File: src/rtl/hangman_engine.sv
// hangman_engine: parametrised hangman core.
// One game at a time. A guess is accepted on a valid/ready handshake. The
// word is scanned one letter per cycle, and every matching position is
// revealed in a single resolve cycle. A letter guessed a second time is
// reported as a duplicate and costs no miss. The word is either forced by
// word_sel or picked by a free-running LFSR.
module hangman_engine #(
    parameter int WORD_LEN   = 5,
    parameter int CHAR_W     = 5,
    parameter int MAX_MISSES = 7,
    parameter int NUM_WORDS  = 4,
    // word i sits at [i*WORD_LEN*CHAR_W +: WORD_LEN*CHAR_W]; letter 0 is the MSB slice
    parameter logic [NUM_WORDS*WORD_LEN*CHAR_W-1:0] WORDS = {
        5'd1,  5'd11, 5'd0,  5'd18, 5'd19,   // word3 BLAST
        5'd3,  5'd14, 5'd12, 5'd4,  5'd18,   // word2 DOMES
        5'd4,  5'd4,  5'd17, 5'd8,  5'd4,    // word1 EERIE
        5'd13, 5'd14, 5'd19, 5'd17, 5'd5     // word0 NOTRF
    },
    localparam int SEL_W  = $clog2(NUM_WORDS),
    localparam int MISS_W = $clog2(MAX_MISSES + 1)
) (
    input  logic                clk,
    input  logic                reset,
    input  logic                start,
    input  logic                word_sel_en,
    input  logic [SEL_W-1:0]    word_sel,
    input  logic                guess_valid,
    input  logic [CHAR_W-1:0]   guess_char,
    output logic                guess_ready,
    output logic [WORD_LEN-1:0] revealed,
    output logic [MISS_W-1:0]   misses,
    output logic                hit,
    output logic                miss,
    output logic                dup,
    output logic                win,
    output logic                lose,
    output logic                busy
);

    localparam int WORD_BITS = WORD_LEN * CHAR_W;
    localparam int POS_W     = (WORD_LEN > 1) ? $clog2(WORD_LEN) : 1;
    localparam int MAP_N     = 2 ** CHAR_W;

    localparam logic [2:0] S_IDLE    = 3'd0;
    localparam logic [2:0] S_LOAD    = 3'd1;
    localparam logic [2:0] S_WAIT    = 3'd2;
    localparam logic [2:0] S_CHECK   = 3'd3;
    localparam logic [2:0] S_RESOLVE = 3'd4;
    localparam logic [2:0] S_WIN     = 3'd5;
    localparam logic [2:0] S_LOSE    = 3'd6;

    logic [2:0]          state_q,    state_d;
    logic [7:0]          lfsr_q,     lfsr_d;
    logic [SEL_W-1:0]    sel_q,      sel_d;
    logic [WORD_BITS-1:0] word_q,    word_d;
    logic [WORD_LEN-1:0] revealed_q, revealed_d;
    logic [MISS_W-1:0]   misses_q,   misses_d;
    logic                win_q,      win_d;
    logic                lose_q,     lose_d;
    logic [MAP_N-1:0]    bitmap_q,   bitmap_d;
    logic [CHAR_W-1:0]   guess_q,    guess_d;
    logic                dup_flag_q, dup_flag_d;
    logic [WORD_LEN-1:0] match_q,    match_d;
    logic [POS_W-1:0]    pos_q,      pos_d;

    logic [WORD_BITS-1:0] word_tab [NUM_WORDS];
    logic [WORD_LEN-1:0]  letter_eq;
    logic [WORD_LEN-1:0]  pos_sel;
    logic [WORD_LEN-1:0]  rev_merge;
    logic                 lfsr_fb;

    // Unpack the flat word table into one entry per word
    for (genvar gi = 0; gi < NUM_WORDS; gi++) begin : g_tab
        assign word_tab[gi] = WORDS[gi*WORD_BITS +: WORD_BITS];
    end

    // Per-position compare. Mask bit j belongs to letter WORD_LEN-1-j, so
    // position k of the scan lands in bit WORD_LEN-1-k.
    for (genvar gi = 0; gi < WORD_LEN; gi++) begin : g_pos
        assign letter_eq[gi] = (word_q[gi*CHAR_W +: CHAR_W] == guess_q);
        assign pos_sel[gi]   = (pos_q == POS_W'(WORD_LEN - 1 - gi));
    end

    // Taps for x^8+x^6+x^5+x^4+1 on a left-shifting register
    assign lfsr_fb   = lfsr_q[7] ^ lfsr_q[5] ^ lfsr_q[4] ^ lfsr_q[3];
    assign rev_merge = revealed_q | match_q;

    // Next-state logic for the game FSM and all datapath registers
    always_comb begin
        state_d    = state_q;
        lfsr_d     = {lfsr_q[6:0], lfsr_fb};
        sel_d      = sel_q;
        word_d     = word_q;
        revealed_d = revealed_q;
        misses_d   = misses_q;
        win_d      = win_q;
        lose_d     = lose_q;
        bitmap_d   = bitmap_q;
        guess_d    = guess_q;
        dup_flag_d = dup_flag_q;
        match_d    = match_q;
        pos_d      = pos_q;

        case (state_q)
            S_IDLE, S_WIN, S_LOSE: begin
                // The word index is captured in the start cycle; the table
                // read happens in LOAD.
                if (start) begin
                    sel_d   = word_sel_en ? word_sel : lfsr_q[SEL_W-1:0];
                    state_d = S_LOAD;
                end
            end
            S_LOAD: begin
                word_d     = word_tab[sel_q];
                revealed_d = '0;
                misses_d   = '0;
                bitmap_d   = '0;
                win_d      = 1'b0;
                lose_d     = 1'b0;
                state_d    = S_WAIT;
            end
            S_WAIT: begin
                if (guess_valid) begin
                    guess_d              = guess_char;
                    dup_flag_d           = bitmap_q[guess_char];
                    bitmap_d[guess_char] = 1'b1;
                    match_d              = '0;
                    pos_d                = '0;
                    state_d              = S_CHECK;
                end
            end
            S_CHECK: begin
                match_d = match_q | (letter_eq & pos_sel);
                if (pos_q == POS_W'(WORD_LEN - 1)) begin
                    state_d = S_RESOLVE;
                end else begin
                    pos_d = pos_q + POS_W'(1);
                end
            end
            S_RESOLVE: begin
                if (dup_flag_q) begin
                    // Repeat guesses never change the board, hit or not
                    state_d = S_WAIT;
                end else if (|match_q) begin
                    revealed_d = rev_merge;
                    if (&rev_merge) begin
                        win_d   = 1'b1;
                        state_d = S_WIN;
                    end else begin
                        state_d = S_WAIT;
                    end
                end else begin
                    // Saturate at the limit; reaching it ends the game
                    if (misses_q >= MISS_W'(MAX_MISSES - 1)) begin
                        misses_d = MISS_W'(MAX_MISSES);
                        lose_d   = 1'b1;
                        state_d  = S_LOSE;
                    end else begin
                        misses_d = misses_q + MISS_W'(1);
                        state_d  = S_WAIT;
                    end
                end
            end
            default: begin
                state_d = S_IDLE;
            end
        endcase
    end

    // State registers; reset wins over every state
    always_ff @(posedge clk) begin
        if (reset) begin
            state_q    <= S_IDLE;
            lfsr_q     <= 8'h01;
            sel_q      <= '0;
            word_q     <= '0;
            revealed_q <= '0;
            misses_q   <= '0;
            win_q      <= 1'b0;
            lose_q     <= 1'b0;
            bitmap_q   <= '0;
            guess_q    <= '0;
            dup_flag_q <= 1'b0;
            match_q    <= '0;
            pos_q      <= '0;
        end else begin
            state_q    <= state_d;
            lfsr_q     <= lfsr_d;
            sel_q      <= sel_d;
            word_q     <= word_d;
            revealed_q <= revealed_d;
            misses_q   <= misses_d;
            win_q      <= win_d;
            lose_q     <= lose_d;
            bitmap_q   <= bitmap_d;
            guess_q    <= guess_d;
            dup_flag_q <= dup_flag_d;
            match_q    <= match_d;
            pos_q      <= pos_d;
        end
    end

    // Result pulses are decoded from registered state, so each one lasts
    // exactly the single RESOLVE cycle and at most one is ever high.
    assign hit  = (state_q == S_RESOLVE) & ~dup_flag_q & (|match_q);
    assign miss = (state_q == S_RESOLVE) & ~dup_flag_q & ~(|match_q);
    assign dup  = (state_q == S_RESOLVE) & dup_flag_q;

    assign guess_ready = (state_q == S_WAIT);
    assign busy        = (state_q == S_LOAD) | (state_q == S_CHECK) | (state_q == S_RESOLVE);
    assign revealed    = revealed_q;
    assign misses      = misses_q;
    assign win         = win_q;
    assign lose        = lose_q;

endmodule
File: config.mk
export PLATFORM = sky130hd
export DESIGN_NAME = hangman_engine
export DESIGN_NICKNAME = d
export VERILOG_FILES = /design/src/rtl/hangman_engine.sv
export SDC_FILE = /design/constraint.sdc
export NUM_CORES = 1
export LEC_CHECK = 0
export CAP_MARGIN = 20
export CORE_ASPECT_RATIO = 0.9
export CORE_MARGIN = 5
export CORE_UTILIZATION = 60
export CTS_BUF_LIST = sky130_fd_sc_hd__clkbuf_2 sky130_fd_sc_hd__clkbuf_4 sky130_fd_sc_hd__clkbuf_8
export CTS_CLUSTER_SIZE = 8
export DETAILED_ROUTE_END_ITERATION = 8
export PLACE_DENSITY = 0.92
export SLEW_MARGIN = 0
export SYNTH_ARGS = -nofsm -noshare
export SYNTH_HDL_FRONTEND = slang
export SYNTH_SLANG_ARGS = --single-unit
File: constraint.sdc
create_clock -name clk -period 4.69 [get_ports clk]
set_clock_uncertainty 0.2 [all_clocks]
set_input_delay 1.1725 -clock clk [delete_from_list [all_inputs] [get_ports clk]]
set_output_delay 1.1725 -clock clk [all_outputs]
set_load 0.05 [all_outputs]
==> flow_summary.toml, run 1 <==
[outcome]
status = "finished, final reports clean"

[synthesis]
avgSynthCellArea_um2 = 8.73
yosysUniqueCellTypes = 55
synthesis.area_um2 = 3800
async_reset_ff_frac = 0
yosys_warnings = 0
synth-seq-cells = 78
synth_flop_cell = "dfxtp_1"
synth_edf_count = 0
syn_inst = 435
synth_top_area_cell = "dfxtp_1"
syn_nets = 460
synth.top_cells.by_area = "dfxtp_1 41%, a21oi_1 5.7%, nor2_1 5.6%"
synth.top_cell.area_share = 0.411
ys_seq_area_frac = 0.411

[finish]
final_cell_mix = "78 x dfxtp_1, 57 x nor2_1, 43 x a21oi_1, 33 x nand2_1, 26 x clkdlybuf4s50_1"
layout_commonest_cell = "dfxtp_1"
syn_to_final_growth_pct = 11.7
utilization = 0.690
final_nets = 469
design_area_um2 = 4240
num_antenna_cells = 0
layout-drive-gt1-share = 0.0824

[cts]
cts_tree = "done"
clk_path_buf_depth = 2
cts_root_buffer = "clkbuf_8"
h-tree-depth = 3
cts_buffers = 9
clk_pin_slew_ps = 80
cts.repair.resized = 0
post_cts_buffers = 0
clk_latency_ps = 360
cts_hold_buf = 0
cts.sinks = 78

[detailed_routing]
drc = 0
wl_per_cell_um = 16.2
drtPass1Iterations = 5
drt-initial-drc-count = 327
via_per_inst = 6.05
drt-total-wl_mm = 8.69
via_count = 3243
antenna_left = 0

[worst_setup_path]
cp_data_required_time_ps = 3320
r2r-start = "state_q[1]$_SDFFE_PP0P_"
crit_start = "state_q[2]$_SDFFE_PP0P_"
r2r-end = "bitmap_q[30]$_SDFFE_PP0P_"
rr_worst_depth = 4
start_kind = "flip-flop"
critPathSlowestCell = "clkdlybuf4s50_1"
path_max_fanout = 14
cpPeakStageDelay_ps = 800
r2r_slack_ps = 2250
cp.arrival_ps = 2560
critical_path_class = "flip-flop to primary output"
cp-end-kind = "primary output"
crit_chain = "nand2b_1 -> nor2_1 -> and3_1 -> clkdlybuf4s50_1"

[timing]
drv_slew = 0
tns_ps = 0
fin_crit_sh = 0.838
slew-limit-headroom = 0.342
fmax_mhz = 254
hold_viol_final = 0
worstMarginPinSlew_ps = 983
setup_viol = 0
grt_setup_unrepaired = "no"
hold_ws_ps = 245
period_minus_slack_ps = 3930

[hold_path]
worst_hold_path.endpoint = "lfsr_q[7]$_SDFF_PP0_"
hp-start = "lfsr_q[6]$_SDFF_PP0_"
min_path_type = "flip-flop to flip-flop"
holdPathStages = 1

[floorplan]
core-area_um2 = 6150
die_w_um = 93.9
rows = 27
io_pins = 27
start_util = 0.618
die_h_um = 85.5
die_area_um2 = 8020

[power_and_ir_drop]
switching_share = 0.304
p_clk_frac = 0.331
p_int_mw = 1.06
seq_power_share = 0.486
powerDensity_nw_per_um2 = 357
static-leakage-power_nw = 1.54
combPwrFrac = 0.183
switchingPower_mw = 0.461
ir_drop_mv = 0.140

[grt]
grt_use_total = 0.227
grt_pass1_wl_mm = 14.5
grt-ovfl-total = 0
antenna_found_initial = 0
grt_pass1_vias = 3132
grt_start_max_net_pins = 29

[flow_run]
maxCapViolations = 0

[placed_design]
port_buffers = 26
place.gp.congestion = 0.855
dpl_cell_area_um2 = 4040
hpwlAfterDp_mm = 6.15
[metal layers]
metal / part of all wire / routed length, um / GRT usage
met5: 0 / 0 / 0
met1: 0.42 / 3650 / 0.285
met4: 0.020 / 176 / 0.114
met3: 0.085 / 741 / 0.0647
met2: 0.47 / 4120 / 0.355
[critical path, delay by kind of cell (launching register included)]
family                 cells  cell delay [ps]
buffers and inverters      1              800
flip-flops                 1              600
AND/OR/NAND/NOR            3              800
[power groups by stage]
stage	clock [mW]	combinational (mW)	sequential, mW
4_1_cts	0.508	0.274	0.736
6_report	0.501	0.278	0.737
5_1_grt	0.538	0.303	0.743
3_3_place_gp	0	0.261	0.748
3_5_place_dp	0	0.270	0.751
2_1_floorplan	0	0.229	0.730
[synthesized netlist by cell type (all sizes together), types with 2 or more instances]
| master | count |
|---|---|
| a211oi | 10 |
| a21o | 2 |
| a21oi | 44 |
| a22oi | 4 |
| a311oi | 2 |
| a31oi | 3 |
| a41oi | 6 |
| and2 | 2 |
| and3 | 2 |
| buf | 16 |
| clkbuf | 14 |
| dfxtp | 78 |
| ha | 13 |
| inv | 8 |
| mux2 | 2 |
| mux2i | 7 |
| mux4 | 6 |
| nand2 | 33 |
| nand2b | 10 |
| nand3 | 6 |
| nand3b | 3 |
| nand4 | 3 |
| nor2 | 57 |
| nor2b | 14 |
| nor3 | 23 |
| nor4 | 5 |
| o21a | 17 |
| o21ai | 4 |
| o22ai | 3 |
| o31ai | 2 |
| or2 | 4 |
| or3 | 5 |
| or3b | 2 |
| xnor2 | 8 |
| xor2 | 8 |
[worst max-delay path by stage]
stage          slack, ps                 endpoint
2_1_floorplan       1460                     miss
3_3_place_gp        1080  dup_flag_q$_SDFFE_PP0P_
3_5_place_dp        1030  dup_flag_q$_SDFFE_PP0P_
4_1_cts              790                      hit
5_1_grt              580                      hit
6_report             760                      hit
[flip-flops by register name, indices dropped and copies added (netlist names)]
name,cells
dup_flag_q,1
revealed,5
lose,1
word_q,9
lfsr_q,8
misses,3
state_q,3
match_q,5
win,1
sel_q,2
pos_q,3
bitmap_q,32
guess_q,5
[final cells by class]
class	count	area (um2)
Fill cell	467	1910
Multi-Input combinational cell	319	2070
Timing Repair Buffer	28	275
Clock inverter	6	61.3
Clock buffer	10	138
Sequential cell	78	1560
Inverter	8	30.0
Tap cell	87	109
[kinds of logic (layout without fill, tap and decap cells)]
family,Yosys count,in the layout,synth area share
xor gates and xnor gates,16,16,0.0369
DFF,78,78,0.411
muxes,15,15,0.0600
and+or+nand+nor,171,171,0.226
buffers and inverters,38,52,0.0442
AOI/OAI and AO/OA,104,104,0.179
adders and majority gates,13,13,0.0428
[per-stage QoR]
| stage | power [mW] | instances | setup slack, ps |
|---|---|---|---|
| 6_report | 1.52 | 536 | 760 |
| 5_1_grt | 1.58 | 536 | 585 |
| 4_1_cts | 1.52 | 536 | 787 |
| 3_5_place_dp | 1.02 | 520 | 1030 |
| 3_3_place_gp | 1.01 | 520 | 1080 |
| 2_1_floorplan | 0.959 | 435 | 1460 |
(Power assumes the default switching activity.)
==> run 2: changes to the inputs <==
==> constraint.sdc (replaced) <==
create_clock -name clk -period 3.9 [get_ports clk]
set_clock_uncertainty 0.2 [all_clocks]
set_input_delay 0.975 -clock clk [delete_from_list [all_inputs] [get_ports clk]]
set_output_delay 0.975 -clock clk [all_outputs]
set_load 0.05 [all_outputs]
==> flow_summary.toml, run 2 (synthesis results as in run 1) <==
[placed_design]
dp_slack_ps = 564
place.gp.congestion = 0.875
dp_cells = 524
hpwlAfterDp_mm = 6.18
port_buffers = 26
dpl_cell_area_um2 = 4070

[power_and_ir_drop]
switching_share = 0.299
powerDensity_nw_per_um2 = 427
ir_drop_mv = 0.265
p_clk_frac = 0.324
p_int_mw = 1.28
static-leakage-power_nw = 1.56
switchingPower_mw = 0.545
combPwrFrac = 0.189
finalPower_mw = 1.82
seq_power_share = 0.487

[finish]
largest_reg_flops = 32
layout-drive-gt1-share = 0.0885
num_antenna_cells = 0
final_cell_mix = "78 x dfxtp_1, 57 x nor2_1, 43 x a21oi_1, 33 x nand2_1, 26 x clkdlybuf4s50_1"
final_nets = 473
top_regs = "bitmap_q: 32 flops, word_q: 9 flops, lfsr_q: 8 flops"
utilization = 0.694
design_area_um2 = 4270
syn_to_final_growth_pct = 12.4
top_register = "bitmap_q"
fin_cells = 539
layout_commonest_cell = "dfxtp_1"

[floorplan]
start_util = 0.618
die_h_um = 85.5
die_w_um = 93.9
die_area_um2 = 8020
io_pins = 27
rows = 27
core-area_um2 = 6150

[detailed_routing]
wl_per_cell_um = 16.7
drc = 0
drt-initial-drc-count = 469
via_count = 3311
drt-total-wl_mm = 9.02
antenna_left = 0
drtPass1Iterations = 5
via_per_inst = 6.14

[timing]
period_minus_slack_ps = 3760
hold_ws_ps = 249
layout_setup_ws_ps = 143
drv_slew = 0
worstMarginPinSlew_ps = 1010
fmax_mhz = 266
setup_viol = 0
tns_ps = 0
grt_setup_unrepaired = "no"
fin_crit_sh = 0.963
hold_viol_final = 0
slew-limit-headroom = 0.327

[hold_path]
holdPathStages = 1
min_path_type = "flip-flop to flip-flop"
worst_hold_path.endpoint = "lfsr_q[7]$_SDFF_PP0_"
hp-start = "lfsr_q[6]$_SDFF_PP0_"

[worst_setup_path]
r2r-end = "bitmap_q[6]$_SDFFE_PP0P_"
path_max_fanout = 14
critical_path_class = "flip-flop to primary output"
rr_worst_depth = 4
cp.arrival_ps = 2580
cp-end-kind = "primary output"
start_kind = "flip-flop"
r2r-start = "state_q[1]$_SDFFE_PP0P_"
r2r_slack_ps = 1440
cp_data_required_time_ps = 2720

[cts]
cts_hold_buf = 0
clk_path_buf_depth = 2
cts.repair.resized = 0
cts.sinks = 78
cts_buffers = 9
cts_tree = "done"
clk_latency_ps = 350
clk_pin_slew_ps = 80
post_cts_buffers = 0
h-tree-depth = 3
cts_root_buffer = "clkbuf_8"

[outcome]
status = "finished, final reports clean"

[flow_run]
maxCapViolations = 0

[grt]
grt_start_max_net_pins = 28
grt_pass1_wl_mm = 15.7
antenna_found_initial = 0
grt-ovfl-total = 0
grt_pass1_vias = 3250
grt_use_total = 0.243
[run 2: cell count changes in the layout (fill, tap and decap cells not counted), sizes merged]
| cell | change |
|---|---|
| buf | +4 |
| clkinv | -2 |
| clkbuf | +1 |
[run 2: worst max path at each step]
stage,to,from,depth (start not counted)
after floorplan,miss,state_q[1]$_SDFFE_PP0P_,3
after global placement,hit,state_q[1]$_SDFFE_PP0P_,4
after detailed placement,hit,state_q[2]$_SDFFE_PP0P_,4
after CTS,hit,state_q[1]$_SDFFE_PP0P_,4
after global routing,hit,state_q[1]$_SDFFE_PP0P_,4
final,hit,state_q[2]$_SDFFE_PP0P_,4
[run 2: worst max-delay path, cell delays in order (launching register included)]
cell and delay (ps):
dfxtp_1 600, nand2b_1 180, nor2_1 410, and3_1 240, clkdlybuf4s50_1 810
[run 2: area by class of cell]
| cell class | count | area (um2) |
|---|---|---|
| repair buffers | 32 | 305 |
| multi-input cells | 319 | 2070 |
| flip-flops and latches | 78 | 1560 |
| clock inverters | 4 | 47.5 |
| well taps | 87 | 109 |
| inverters | 8 | 30.0 |
| clock buffers | 11 | 145 |
| fillers | 463 | 1880 |
[run 2: layer usage]
metal,track usage,part of all wire,up-vias
met1,0.306,0.40,1545
met5,0,0,-
met2,0.399,0.48,186
li1,-,-,1551
met4,0.0866,0.024,0
met3,0.0647,0.088,29
[run 2: power groups by stage]
stage	Combinational (mW)	Sequential, mW	Clock (mW)
2_1_floorplan	0.275	0.878	0
3_3_place_gp	0.320	0.899	0
3_5_place_dp	0.331	0.903	0
4_1_cts	0.338	0.886	0.598
5_1_grt	0.375	0.892	0.630
6_report	0.344	0.888	0.590
==> run 3: changes to the inputs <==
--- a/config.mk
+++ b/config.mk
@@ -13,7 +13,7 @@
 export CTS_CLUSTER_SIZE = 8
 export DETAILED_ROUTE_END_ITERATION = 8
 export PLACE_DENSITY = 0.92
-export SLEW_MARGIN = 0
+export SLEW_MARGIN = 20
 export SYNTH_ARGS = -nofsm -noshare
 export SYNTH_HDL_FRONTEND = slang
 export SYNTH_SLANG_ARGS = --single-unit
==> results of run 3 <==
Same layout as run 2: the final DEF is identical, and so are final timing and power.
